--- src/rtl/ps2_pkg.sv ---
// Shared PS/2 definitions: host-transmit FSM states, frame constants and
// default timing values used by the host transmitter, receiver and board top.
package ps2_pkg;

  typedef enum logic [2:0] {
    ST_IDLE,
    ST_INHIBIT,
    ST_START,
    ST_SEND,
    ST_ACK,
    ST_WAIT_IDLE
  } ps2_tx_state_t;

  // Device clock falls that carry host bits: 8 data, parity, stop.
  localparam int   PS2_FRAME_FALLS    = 10;
  // Level the device drives on PS2_DATA to acknowledge a frame.
  localparam logic PS2_ACK            = 1'b0;

  // 100 us inhibit and 15 ms frame budget at a 100 kHz clk.
  localparam int   PS2_INHIBIT_CYCLES = 10;
  localparam int   PS2_TIMEOUT_CYCLES = 1500;

  // Odd parity bit: makes the total number of ones in data+parity odd.
  function automatic logic ps2_odd_parity(input logic [7:0] d);
    return ~^d;
  endfunction

endpackage

--- src/rtl/ps2_line_sync.sv ---
// Two-flop synchronizer for one raw PS/2 line plus a falling-edge strobe
// taken between the synchronized level and its one-cycle-old copy.
module ps2_line_sync (
  input  logic clk,
  input  logic rst,
  input  logic line_i,
  output logic level_o,
  output logic fall_o
);

  logic meta_q, sync_q, prev_q;

  // Idle PS/2 lines float high, so the chain resets to 1 to avoid a
  // spurious fall on the first cycles out of reset.
  always_ff @(posedge clk or negedge rst) begin
    if (!rst) begin
      meta_q <= 1'b1;
      sync_q <= 1'b1;
      prev_q <= 1'b1;
    end else begin
      meta_q <= line_i;
      sync_q <= meta_q;
      prev_q <= sync_q;
    end
  end

  assign level_o = sync_q;
  assign fall_o  = prev_q & ~sync_q;

endmodule

--- src/rtl/ps2_host_tx.sv ---
// Host-to-device PS/2 transmitter: inhibits the bus, issues a start bit,
// shifts out one byte with odd parity and stop, then collects the device ACK.
// Only open-drain output enables are produced; the board top builds the pads.
module ps2_host_tx
  import ps2_pkg::*;
#(
  parameter int INHIBIT_CYCLES = PS2_INHIBIT_CYCLES,
  parameter int TIMEOUT_CYCLES = PS2_TIMEOUT_CYCLES
) (
  input  logic       clk,
  input  logic       rst,
  input  logic       ps2_clk_in,
  input  logic       ps2_data_in,
  output logic       ps2_clk_oe,
  output logic       ps2_data_oe,
  input  logic       wr_en,
  input  logic [7:0] wr_data,
  output logic       busy,
  output logic       done,
  output logic       error
);

  localparam int CNT_MAX = (INHIBIT_CYCLES > TIMEOUT_CYCLES) ? INHIBIT_CYCLES : TIMEOUT_CYCLES;
  localparam int CNT_W   = $clog2(CNT_MAX + 1);

  ps2_tx_state_t    state_q;
  logic [CNT_W-1:0] cnt_q;
  logic [3:0]       bit_cnt_q;
  logic [9:0]       shreg_q;
  logic             ack_q;
  logic             clk_oe_q, data_oe_q, busy_q, done_q, error_q;

  logic clk_lvl, clk_fall, data_lvl, data_fall_unused;
  logic active_d, timeout_d;

  ps2_line_sync u_clk_sync (
    .clk    (clk),
    .rst    (rst),
    .line_i (ps2_clk_in),
    .level_o(clk_lvl),
    .fall_o (clk_fall)
  );

  ps2_line_sync u_data_sync (
    .clk    (clk),
    .rst    (rst),
    .line_i (ps2_data_in),
    .level_o(data_lvl),
    .fall_o (data_fall_unused)
  );

  // Frame budget runs from clock release until the bus returns idle.
  assign active_d  = (state_q == ST_START) || (state_q == ST_SEND) ||
                     (state_q == ST_ACK)   || (state_q == ST_WAIT_IDLE);
  assign timeout_d = active_d && (cnt_q == CNT_W'(TIMEOUT_CYCLES - 1));

  // Transmit FSM; every output is a register written here.
  always_ff @(posedge clk or negedge rst) begin
    if (!rst) begin
      state_q   <= ST_IDLE;
      cnt_q     <= '0;
      bit_cnt_q <= '0;
      shreg_q   <= '0;
      ack_q     <= 1'b0;
      clk_oe_q  <= 1'b0;
      data_oe_q <= 1'b0;
      busy_q    <= 1'b0;
      done_q    <= 1'b0;
      error_q   <= 1'b0;
    end else begin
      done_q  <= 1'b0;
      error_q <= 1'b0;
      if (active_d) cnt_q <= cnt_q + 1'b1;
      // Timeout is checked first so it beats a fall landing in the same cycle.
      if (timeout_d) begin
        state_q   <= ST_IDLE;
        cnt_q     <= '0;
        clk_oe_q  <= 1'b0;
        data_oe_q <= 1'b0;
        busy_q    <= 1'b0;
        error_q   <= 1'b1;
      end else begin
        case (state_q)
          ST_IDLE: begin
            if (wr_en) begin
              state_q  <= ST_INHIBIT;
              cnt_q    <= '0;
              clk_oe_q <= 1'b1;
              busy_q   <= 1'b1;
              shreg_q  <= {1'b1, ps2_odd_parity(wr_data), wr_data};
            end
          end
          ST_INHIBIT: begin
            cnt_q <= cnt_q + 1'b1;
            // Start bit overlaps the final inhibit cycle.
            if (cnt_q == CNT_W'(INHIBIT_CYCLES - 2)) data_oe_q <= 1'b1;
            if (cnt_q == CNT_W'(INHIBIT_CYCLES - 1)) begin
              state_q   <= ST_START;
              clk_oe_q  <= 1'b0;
              data_oe_q <= 1'b1;
              // Zeroed here so the START cycle is cycle 0 of the budget.
              cnt_q     <= '0;
            end
          end
          ST_START: begin
            bit_cnt_q <= '0;
            state_q   <= ST_SEND;
          end
          ST_SEND: begin
            if (clk_fall) begin
              data_oe_q <= ~shreg_q[0];
              shreg_q   <= shreg_q >> 1;
              bit_cnt_q <= bit_cnt_q + 1'b1;
              if (bit_cnt_q == 4'(PS2_FRAME_FALLS - 1)) state_q <= ST_ACK;
            end
          end
          ST_ACK: begin
            if (clk_fall) begin
              ack_q   <= data_lvl;
              state_q <= ST_WAIT_IDLE;
            end
          end
          ST_WAIT_IDLE: begin
            if (clk_lvl && data_lvl) begin
              state_q <= ST_IDLE;
              cnt_q   <= '0;
              busy_q  <= 1'b0;
              done_q  <= (ack_q == PS2_ACK);
              error_q <= (ack_q != PS2_ACK);
            end
          end
          default: begin
            state_q   <= ST_IDLE;
            clk_oe_q  <= 1'b0;
            data_oe_q <= 1'b0;
            busy_q    <= 1'b0;
          end
        endcase
      end
    end
  end

  assign ps2_clk_oe  = clk_oe_q;
  assign ps2_data_oe = data_oe_q;
  assign busy        = busy_q;
  assign done        = done_q;
  assign error       = error_q;

endmodule

--- config.mk ---
export PLATFORM = sky130hd
export DESIGN_NAME = ps2_host_tx
export DESIGN_NICKNAME = d
export VERILOG_FILES = /design/src/rtl/ps2_pkg.sv /design/src/rtl/ps2_line_sync.sv /design/src/rtl/ps2_host_tx.sv
export SDC_FILE = /design/constraint.sdc
export NUM_CORES = 1
export LEC_CHECK = 0
export ABC_AREA = 1
export CAP_MARGIN = 20
export CORE_MARGIN = 4
export CORE_UTILIZATION = 40
export CTS_CLUSTER_DIAMETER = 30
export CTS_CLUSTER_SIZE = 24
export DETAILED_ROUTE_END_ITERATION = 7
export PLACE_DENSITY_LB_ADDON = 0.1
export RECOVER_POWER = 100
export SLEW_MARGIN = 40
export SYNTH_ARGS = -nofsm -noshare
export SYNTH_HDL_FRONTEND = slang
export SYNTH_HIERARCHICAL = 1
export SYNTH_SLANG_ARGS = --single-unit
--- constraint.sdc ---
create_clock -name clk -period 5.2 [get_ports clk]
set_input_delay 1.04 -clock clk [delete_from_list [all_inputs] [get_ports clk]]
set_output_delay 1.04 -clock clk [all_outputs]
set_load 0.01 [all_outputs]
# Word level (Yosys, flattened, before mapping)
# Index checks and enable logic that the tools add are counted.
dict set report classes {
  n_addsub 2
  mul 0
  div_mod_pow 0
  order_cmp 0
  n_eq_ne 21
  shifts 0
  n_mux 37
  bitwise_logic 5
  n_reduce_logical 19
}
# op count
set op_table {}
lappend op_table {{2-to-1 mux 11 bit} 5}
lappend op_table {{one-hot mux 11 bit (3 select lines)} 1}
lappend op_table {{equality test 11 x 4 -> 1 bit (second input constant)} 2}
lappend op_table {{2-to-1 mux 3 bit} 7}
lappend op_table {{2-to-1 mux 10 bit} 2}
lappend op_table {{one-hot mux 10 bit (2 select lines)} 1}
lappend op_table {{one-hot mux 3 bit (6 select lines)} 1}
lappend op_table {{2-to-1 mux 1 bit} 15}
lappend op_table {{AND reduction 3 bit} 5}
lappend op_table {{!= test 3 bit (second input constant)} 4}
lappend op_table {{OR reduction 4 bit} 3}
lappend op_table {{adder 11 x 1 -> 11 bit (second input constant)} 1}
lappend op_table {{equality test 11 bit (second input constant)} 1}
lappend op_table {{one-hot mux 1 bit (3 select lines)} 3}
lappend op_table {{one-hot mux 4 bit (2 select lines)} 1}
lappend op_table {{XNOR reduction 8 bit} 1}
lappend op_table {{equality test 3 x 2 -> 1 bit (second input constant)} 2}
lappend op_table {{equality test 3 bit (second input constant)} 2}
lappend op_table {{!= test 2 x 1 -> 1 bit (second input constant)} 3}
lappend op_table {{!= test 3 x 2 -> 1 bit (second input constant)} 2}
lappend op_table {{AND reduction 6 bit} 1}
lappend op_table {{adder 4 x 1 -> 4 bit (second input constant)} 1}
lappend op_table {{equality test 4 bit (second input constant)} 1}
lappend op_table {{2-to-1 mux 4 bit} 1}
lappend op_table {{other kinds (10)} 18}
dict set report totals {
  ff_bits 39
  latch_bits 0
  mem_bits_rw 0
  rom_bits 0
  input_bits 13
  out_inout_bits 5
  word_cells 99
  memories 0
}

# Longest topological paths before layout
# Gate-level depths: netlist of the first run.
dict set report depth {
  ltp_word 8
  ltp_mapped 12
  ltp_nobuf 11
}

# Hierarchy
# The synthesis of the first run kept the hierarchy.
# mod instances cells_per_inst area_per_inst_um2
set modules_own_cells {}
lappend modules_own_cells {ps2_host_tx 1 351 2469.9}
lappend modules_own_cells {ps2_line_sync 2 5 88.8}

# Least setup slack after synthesis of the first run
# No wires, ideal clock.
dict set report synth_path {
  kind {input to register}
  from {input wr_en}
  to {register shreg_q[7]}
  arrival_time_ns 1.659
  required_time_ns 5.082
  slack_ns 3.423
  path_stages 6
  path_cell_list {nand3_1 -> nand2_2 -> nand3_4 -> buf_12 -> nor2_2 -> a21oi_2}
}
dict set report synth_via {
  elab_chain_len 2
}
# item line
set synth_lines {}
lappend synth_lines {{start, declared} ps2_host_tx.sv:16} ;# input logic wr_en,
lappend synth_lines {{!= test 2 bit (no source line)} -}
lappend synth_lines {{AND reduction 4 bit (no source line)} -}
lappend synth_lines {{end signal, assigned} ps2_host_tx.sv:90} ;# shreg_q <= {1'b1, ps2_odd_parity(wr_data), wr_data};
lappend synth_lines {{end signal, assigned} ps2_host_tx.sv:112} ;# shreg_q <= shreg_q >> 1;
lappend synth_lines {{end, declared} ps2_host_tx.sv:29} ;# logic [9:0] shreg_q;
# No other way between the ends.
# A chain may end at the register's enable or synchronous reset.

# Worst setup path after layout of the first run
dict set report layout_path {
  from {register cnt_q[0]}
  to {register shreg_q[9]}
}
dict set report layout_via {
  elab_chain_len 4
}
# item line
set layout_lines {}
lappend layout_lines {{start, declared} ps2_host_tx.sv:27} ;# logic [CNT_W-1:0] cnt_q;
lappend layout_lines {{start signal, assigned} ps2_host_tx.sv:73} ;# if (active_d) cnt_q <= cnt_q + 1'b1;
lappend layout_lines {{start signal, assigned} ps2_host_tx.sv:94} ;# cnt_q <= cnt_q + 1'b1;
lappend layout_lines {{equality test 11 bit} ps2_host_tx.sv:55} ;# assign timeout_d = active_d && (cnt_q == CNT_W'(TIMEOUT_CYCLES - 1));
lappend layout_lines {{logical AND 1 bit} ps2_host_tx.sv:55}
lappend layout_lines {{inverter 1 bit (no source line)} -}
lappend layout_lines {{AND reduction 4 bit (no source line)} -}
# No other way between the ends.

==> metrics.md, run 1 <==
| Metric | Value |
|---|---|
| Status | finished with violations |
| Failing checks | capacitance limit, slew limit |
| Critical Path Stages | 9 |
| Clock latency on the worst-skew pair | ~0.29 ns |
| Worst path bufs/invs | 2 |
| Setup WS pre-CTS | roughly 2.7 ns |
| Number of gates resized after cts | 0 |
| Post-route setup TNS | 0 ns |
| Worst-path clk slew | about 0.080 ns |
| Final period util | 57.1% |
| Worst Skew | around 0.0078 ns |
| Total Power | about 1600 uW |
| Register area | approximately 1000 um^2 |
| Max_slew headroom | -42.2% |
| Vias in the first global route | between 2k and 2.5k |
| Initial DRT Pass Iterations | 4 |
| Initial antenna violation count | 0 |
| Final setup viols | 0 |
| Die Height | between 80 and 90 um |
| Worst VDD drop | about 0.26 mV |
| Hold path depth | 0 |
| GR Overflow Total | 0 |
| Layout area overhead | 7.86% |
| Max-slew violations | 40 |
| RSZ-0062 raised after global routing | false |
| Post-Syn Area | around 2600 um^2 |
| Multi-input gate area | 1300 um^2 |
| DIE WIDTH | between 80 and 90 um |
| Placer Congestion | around 0.84 |
| Synth Warn # | 6 |
| CTS Buf Count | 5 |
| Initial core utilization | roughly 41% |
| Clock tree buffer depth | 2 |
| Via/cell ratio | 4.97 |
| Crit end category | register |
| CP required | about 5.4 ns |
| # DRC | 0 |
| Fill count | 669 |
| Critical path class | register to register |
| Number of routed nets with antenna violations | 0 |
| Final net count | 391 |
| CTS root buf | clkbuf_8 |
| Htree depth | 2 |
| Maximum clock rate | 337 MHz |
| CP cell instances | ha_1 -> nand2_1 -> nor2_2 -> nand3_1 -> inv_1 -> nand2_1 -> nand3_1 -> a21boi_0 -> inv_1 |
| I/O Pins | 18 |
| Max FO, Critical Path | 19 |
| Post-DP HPWL | 4050 um |
| Largest net degree at the start of global routing | 40 |
| Worst-Margin Slew | roughly 2.1 ns |
| Die ar. | 7880 um^2 |
| Mean area per synthesized cell | around 7.3 um^2 |
| CP delay by family, top | simple AND/OR/NAND/NOR gates |
| Final hold violation count | 0 |
| Crit start category | register |
| Proportion of layout cells with a drive suffix above 1 | 9.09% |
| Ant diodes | 0 |
| Iter 0 DRT Violations | 81 |
| CTS Hold Bufs | 0 |
| Max incr delay on CP | 0.73 ns |
| FF-to-FF path depth | 9 |
| Dpl cell area | between 2000 and 3000 um^2 |
| CTS tree | built |
| Final setup margin | between 2 and 2.5 ns |
| Slowest cell on crit path | nand3_1 |
| Global-route wire length before repair | roughly 9400 um |
| WP data arrival | about 3.2 ns |
| Finished layout cell area | 2820 um^2 |
| Core Region | 6350 um^2 |
| HP Class | register to register |
| Avg WL per Cell | between 10 and 15 um |
| Via Count | 2,243 |
| Lkg Pwr | 0.00145 uW |
| Min cycle time layout | 2.97 ns |
| Total wire length | roughly 5600 um |
| Post-Synthesis Cells | 358 |
| Syn Nets | roughly 380 |
| Number of max-cap violations | 1 |
| I/O Buffers | 17 |
| Post-CTS Setup Bufs | 0 |
| Clk sinks | 39 |
| Pwr Density | 566 nW/um^2 |
| Total track usage | between 15 and 20% |
| Row count | 29 |
[power by group]
| part | total, uW | internal, uW | leakage (uW) | switching [uW] |
|---|---|---|---|---|
| Clock | 205 | 94.8 | 0.0000452 | 110 |
| Combinational | 855 | 299 | 0.000933 | 556 |
| Sequential | 533 | 422 | 0.000472 | 111 |
| Total | 1590 | 816 | 0.00145 | 777 |
[sequential cells by signal (all words and copies together), names as in the netlist]
signal and cells:
bit_cnt_q 4, done 1, state_q 3, u_data_sync/meta_q 1, ps2_clk_oe 1, u_clk_sync/level_o 1
u_clk_sync/meta_q 1, ack_q 1, u_clk_sync/prev_q 1, error 1, cnt_q 11, busy 1
ps2_data_oe 1, u_data_sync/level_o 1, shreg_q 10
[final timing paths]
path	start	end	slack, ns
min reg2reg	u_data_sync/meta_q	u_data_sync/level_o	0.36
min	u_data_sync/meta_q	u_data_sync/level_o	0.36
max reg2reg	cnt_q[0]	shreg_q[9]	2.23
min in group asynchronous	rst	cnt_q[6]	1.37
max	cnt_q[0]	shreg_q[9]	2.23
max in group asynchronous	rst	bit_cnt_q[0]	2.62
[cell type report]
class | instances | area share (%)
clock buffer | 6 | 2.58
clock inverter | 2 | 0.489
inverter | 51 | 6.80
multi-input combinational | 259 | 46.0
sequential | 39 | 34.9
tap | 77 | 3.42
timing repair buffer | 17 | 5.82
[metrics by stage]
step / instances / utilization, % / hold slack [ns]
after floorplan: 358 / - / 0.345
after global placement: 443 / 43.7 / 0.345
after detailed placement: 443 / 43.7 / 0.347
after CTS: 451 / 45.1 / 0.359
after global routing: 451 / 44.4 / 0.367
final: 451 / 44.4 / 0.357
[placed cells by master (no fill, tap or decap), drive strengths merged, types with 7 or more instances in the layout]
cell type	count
o21ai	20
nand3	36
clkdlybuf4s50	8
inv	51
xor2	7
nor2	39
nand4	7
nand2	112
dlygate4sd3	8
a21oi	16
clkbuf	7
dfrtp	34
[layer usage]
metal	track usage (%)	wire length, um	vias to the layer above
met3	2.89	178	4
met5	0	0	-
met1	19.0	2680	1034
li1	-	-	1166
met4	4.95	40	0
met2	26.2	2670	39
Note: power is estimated with default switching activity, not from simulation.
==> run 2, diff against run 1 <==
==> constraint.sdc (replaced) <==
create_clock -name clk -period 2.85 [get_ports clk]
set_input_delay 0.57 -clock clk [delete_from_list [all_inputs] [get_ports clk]]
set_output_delay 0.57 -clock clk [all_outputs]
set_load 0.01 [all_outputs]
==> run 2 against run 1 <==
  * The run still ends with capacitance limit, slew limit left
  * Largest power group unchanged
  * Register-to-register slack worse by 1.6 ns
  * Worst hold slack better by 0.0015 ns
  * Largest cell class unchanged
  * Total power up 85%
  * Critical endpoint is now shreg_q[8]
==> metrics.md, run 2 (same netlist as run 1, synthesis figures left out) <==
| Metric | Value |
|---|---|
| DIE WIDTH | 88.8 um |
| Ant diodes | 0 |
| Post-DP HPWL | ~4000 um |
| # DRC | 0 |
| Number of max-cap violations | 1 |
| Core Region | ~6300 um^2 |
| Maximum clock rate | between 400 and 500 MHz |
| Lkg Pwr | around 0.0015 uW |
| Htree depth | 2 |
| Layout area overhead | 9.58% |
| Critical path class | register to register |
| Max-slew violations | 40 |
| Die ar. | ~8000 um^2 |
| Via Count | approximately 2.2k |
| Dpl cell area | 2780 um^2 |
| I/O Buffers | 17 |
| CTS root buf | clkbuf_8 |
| GR Overflow Total | 0 |
| Largest registers | cnt_q: 11 flops, shreg_q: 10 flops, bit_cnt_q: 4 flops |
| Avg WL per Cell | about 12 um |
| HP Class | register to register |
| Largest Register | cnt_q |
| Largest net degree at the start of global routing | 40 |
| Worst VDD drop | 0.530 mV |
| Total track usage | 15.4% |
| Row count | 29 |
| Total wire length | ~5400 um |
| Worst-path clk slew | about 0.080 ns |
| CP required | between 3 and 4 ns |
| Final net count | just under 400 |
| RSZ-0062 raised after global routing | false |
| Initial antenna violation count | 0 |
| Crit end category | register |
| Post-route setup TNS | 0 ns |
| Initial DRT Pass Iterations | 4 |
| Initial core utilization | between 40% and 50% |
| Global-route wire length before repair | ~9500 um |
| Number of gates resized after cts | 0 |
| CTS tree | built |
| Sw Share | between 40% and 50% |
| Commonest cells after routing, fill and taps aside | nand2_1, inv_1, nand3_1 |
| Proportion of layout cells with a drive suffix above 1 | 10.4% |
| Crit start category | register |
| Max FO, Critical Path | 19 |
| Logic pwr share | between 50% and 60% |
| WP data arrival | 2.37 ns |
| Total Power | around 3000 uW |
| Clock share of power | 13.7% |
| Worst Skew | between 0.007 and 0.008 ns |
| Clock tree buffer depth | 2 |
| Via/cell ratio | a little under 5 |
| Pwr Density | ~1000 nW/um^2 |
| Post-CTS Setup Bufs | 0 |
| Failing checks | capacitance limit, slew limit |
| Placer Congestion | ~0.83 |
| Met3 Use GR | around 2.6% |
| Met2 GRT Util | between 20% and 30% |
| Pint | around 1500 uW |
| Sequential power share | between 30% and 40% |
| I/O Pins | 18 |
| CTS Hold Bufs | 0 |
| Iter 0 DRT Violations | about 140 |
| Die Height | about 90 um |
| Worst-Margin Slew | around 2.1 ns |
| Number of routed nets with antenna violations | 0 |
| Commonest non-fill, non-tap cell in the layout | nand2_1 |
| Finished layout cell area | ~2900 um^2 |
| Min cycle time layout | about 2.2 ns |
| Final setup viols | 0 |
| Clock latency on the worst-skew pair | roughly 0.30 ns |
| Final period util | around three quarters |
| Clk sinks | 39 |
| Max_slew headroom | -37.3% |
| Vias in the first global route | between 2k and 2.5k |
| GR peak layer | met2 |
| Status | finished with violations |
| Sw power | 1430 uW |
| Met1 Use GR | roughly 20% |
| Max reg flops | 11 |
| CTS Buf Count | 5 |
| Final hold violation count | 0 |
run 2: path summary, 6_finish.rpt:
kind,slack (ns),cells past startpoint,endpoint,from
hold reg to reg,0.36,0,u_data_sync/level_o,u_data_sync/meta_q
hold / removal,0.36,0,u_data_sync/level_o,u_data_sync/meta_q
max in group asynchronous,0.82,1,bit_cnt_q[3],rst
setup reg to reg,0.68,10,shreg_q[8],cnt_q[0]
setup / recovery,0.68,10,shreg_q[8],cnt_q[0]
min in group asynchronous,0.85,1,cnt_q[9],rst
run 2: worst max-delay path: stages, from the launching register on:
cell and delay (ns):
dfrtp_1 0.48, ha_1 0.38, nand2_1 0.11, nor2_2 0.11, nand3_1 0.20, inv_1 0.22, nand2_4 0.15, nand3_4 0.24
nor2_1 0.07, nand2_1 0.07, nand2_1 0.05
run 2: layout make-up:
cell class / instances / area, um^2
Timing Repair Buffer: 17 / 164
Sequential cell: 39 / 982
Tap cell: 77 / 96.3
Inverter: 51 / 191
Multi-Input combinational cell: 259 / 1330
Clock inverter: 2 / 16.3
Fill cell: 639 / 3490
Clock buffer: 6 / 82.6
run 2: metrics by stage:
stage               setup WS [ns]  util, %  cells  hold WS, ns
floorplan                    1.19        -    358        0.274
global placement            0.831     43.7    443        0.347
detailed placement          0.810     43.7    443        0.347
CTS                         0.820     45.3    451        0.254
global route                0.344     45.1    451        0.367
finish                      0.680     45.1    451        0.359
run 2: power groups by stage:
stage | Combinational [uW] | Clock (uW) | Sequential, uW
floorplan | 1390 | 0 | 917
global placement | 1620 | 0 | 985
detailed placement | 1610 | 0 | 987
CTS | 1620 | 422 | 976
global route | 1860 | 442 | 1000
finish | 1580 | 405 | 972
run 2: layer usage:
metal | share of wire, % | up-vias | wire length (um)
li1 | - | 1161 | -
met1 | 47 | 1029 | 2540
met2 | 49 | 35 | 2660
met3 | 3.1 | 5 | 170
met4 | 1.1 | 0 | 61
met5 | 0 | - | 0
==> run 3, diff against run 2 <==
==> constraint.sdc (replaced) <==
create_clock -name clk -period 2.2 [get_ports clk]
set_input_delay 0.44 -clock clk [delete_from_list [all_inputs] [get_ports clk]]
set_output_delay 0.44 -clock clk [all_outputs]
set_load 0.01 [all_outputs]
==> run 3 against run 2 <==
  * Largest cell class unchanged
  * Total power up 30%
  * Critical path depth shrank 2
  * Combinational power rose by 33%
  * Sequential share of layout area is 0.19 points lower
  * The run now ends clean
  * Maximum frequency is 15% higher
  * Utilization increased by 0.26 points
==> metrics.md, run 3 (same netlist as run 1, synthesis figures left out) <==
| Metric | Value |
|---|---|
| Row count | 29 |
| Lkg Pwr | 0.00149 uW |
| RSZ-0062 raised after global routing | false |
| Commonest non-fill, non-tap cell in the layout | nand2_1 |
| Number of max-cap violations | 0 |
| Max FO, Critical Path | 8 |
| Post-route setup TNS | 0 ns |
| Final setup viols | 0 |
| Number of routed nets with antenna violations | 0 |
| CTS tree | built |
| Global-route wire length before repair | between 9000 and 10,000 um |
| I/O Buffers | 17 |
| Via Count | ~2.2k |
| Final net count | 398 |
| Avg WL per Cell | 12.2 um |
| Total wire length | roughly 5600 um |
| Worst VDD drop | 0.480 mV |
| Largest net degree at the start of global routing | 40 |
| Via/cell ratio | between 4 and 5 |
| Largest registers | cnt_q: 11 flops, shreg_q: 10 flops, bit_cnt_q: 4 flops |
| Clock latency on the worst-skew pair | 0.30 ns |
| Worst-Margin Slew | 0.976 ns |
| CTS Hold Bufs | 0 |
| Ant diodes | 0 |
| Final Non-Filler Cells | 458 |
| Iter 0 DRT Violations | a little under 70 |
| Worst-path clk slew | around 0.08 ns |
| Initial antenna violation count | 0 |
| Die Height | 88.8 um |
| Crit start category | register |
| Status | complete, no violations |
| Number of gates resized after cts | 0 |
| I/O Pins | 18 |
| Final hold violation count | 0 |
| Die ar. | ~7900 um^2 |
| HP Class | register to register |
| Post-CTS Setup Bufs | 0 |
| # DRC | 0 |
| Max_slew headroom | 34.9% |
| Pwr Density | ~1300 nW/um^2 |
| Total placed cells including tap cells | 450 |
| R2R setup slack | about 0.31 ns |
| CP required | 2.41 ns |
| Min cycle time layout | around 1.9 ns |
| Core Region | between 6000 and 7000 um^2 |
| GR Overflow Total | 0 |
| Crit end category | register |
| Total track usage | between 10% and 20% |
| Worst Skew | approximately 0.011 ns |
| Final period util | a little under nine tenths |
| Vias in the first global route | about 2.2k |
| Commonest cells after routing, fill and taps aside | nand2_1, inv_1, nand3_1, dfrtp_1, nor2_1 |
| DIE WIDTH | 88.8 um |
| Max reg flops | 11 |
| Max-slew violations | 0 |
| Largest Register | cnt_q |
| CTS Buf Count | 5 |
| Post-DP HPWL | 4240 um |
| Clk sinks | 39 |
| CTS root buf | clkbuf_8 |
| Initial core utilization | just over 40% |
| Critical path class | register to register |
| Final setup margin | 0.306 ns |
| Htree depth | 2 |
| Initial DRT Pass Iterations | 5 |
| Maximum clock rate | ~530 MHz |
| Setup WS pre-CTS | around 0.37 ns |
| Clock tree buffer depth | 2 |
| Layout area overhead | 10.2% |
| WP data arrival | ~2.1 ns |
| Placer Congestion | roughly 0.85 |
| Proportion of layout cells with a drive suffix above 1 | 11.5% |
## run 3: cell types whose count changed in the layout (fill, tap and decap cells not counted), moves of 2 or more
| cell | previous run | this run |
|---|---|---|
| buf_4 | 0 | 5 |
| inv_1 | 48 | 46 |
| inv_2 | 3 | 5 |
| nor2_1 | 31 | 33 |
## run 3: final timing paths
kind,from,to,depth (start not counted)
max,state_q[2],bit_cnt_q[2],8
max reg2reg,state_q[2],bit_cnt_q[2],8
min,u_data_sync/meta_q,u_data_sync/level_o,0
min in group asynchronous,rst,busy,2
max in group asynchronous,rst,ps2_clk_oe,2
min reg2reg,u_data_sync/meta_q,u_data_sync/level_o,0
## run 3: power breakdown
part | internal (uW) | total [uW] | switching (uW)
sequential | 998 | 1250 | 255
combinational | 758 | 2100 | 1350
clock | 224 | 483 | 259
## run 3: stage by stage
step	utilization, %	total power, uW	hold WS, ns	area (um^2)
after floorplan	-	2990	0.144	2610
after global placement	44.5	3440	0.347	2830
after detailed placement	44.5	3450	0.348	2830
after CTS	45.9	3950	0.212	2910
after global routing	45.3	4320	0.366	2880
final	45.3	3840	0.358	2880
## run 3: critical path, cell delays in order (launching register included)
cell	delay, ns
dfrtp_1	0.50
inv_2	0.11
nand2_1	0.14
nand2_2	0.11
inv_2	0.11
nor2_1	0.11
nor3_1	0.50
nand3_1	0.12
o21ai_0	0.11
## run 3: cell type report
| class | instances | area [um^2] |
|---|---|---|
| clock buffer | 6 | 72.6 |
| clock inverter | 2 | 13.8 |
| fill | 666 | 3470 |
| inverter | 51 | 191 |
| multi-input combinational | 259 | 1310 |
| sequential | 39 | 982 |
| tap | 77 | 96.3 |
| timing repair buffer | 24 | 211 |
## run 3: metal layers
metal	wire [um]	track usage, %	share of wire (%)	up-vias
met4	105	6.73	1.9	0
met2	2640	27.1	47	21
met5	0	0	0	-
met1	2700	20.3	48	1038
met3	138	3.17	2.5	10
li1	-	-	-	1173
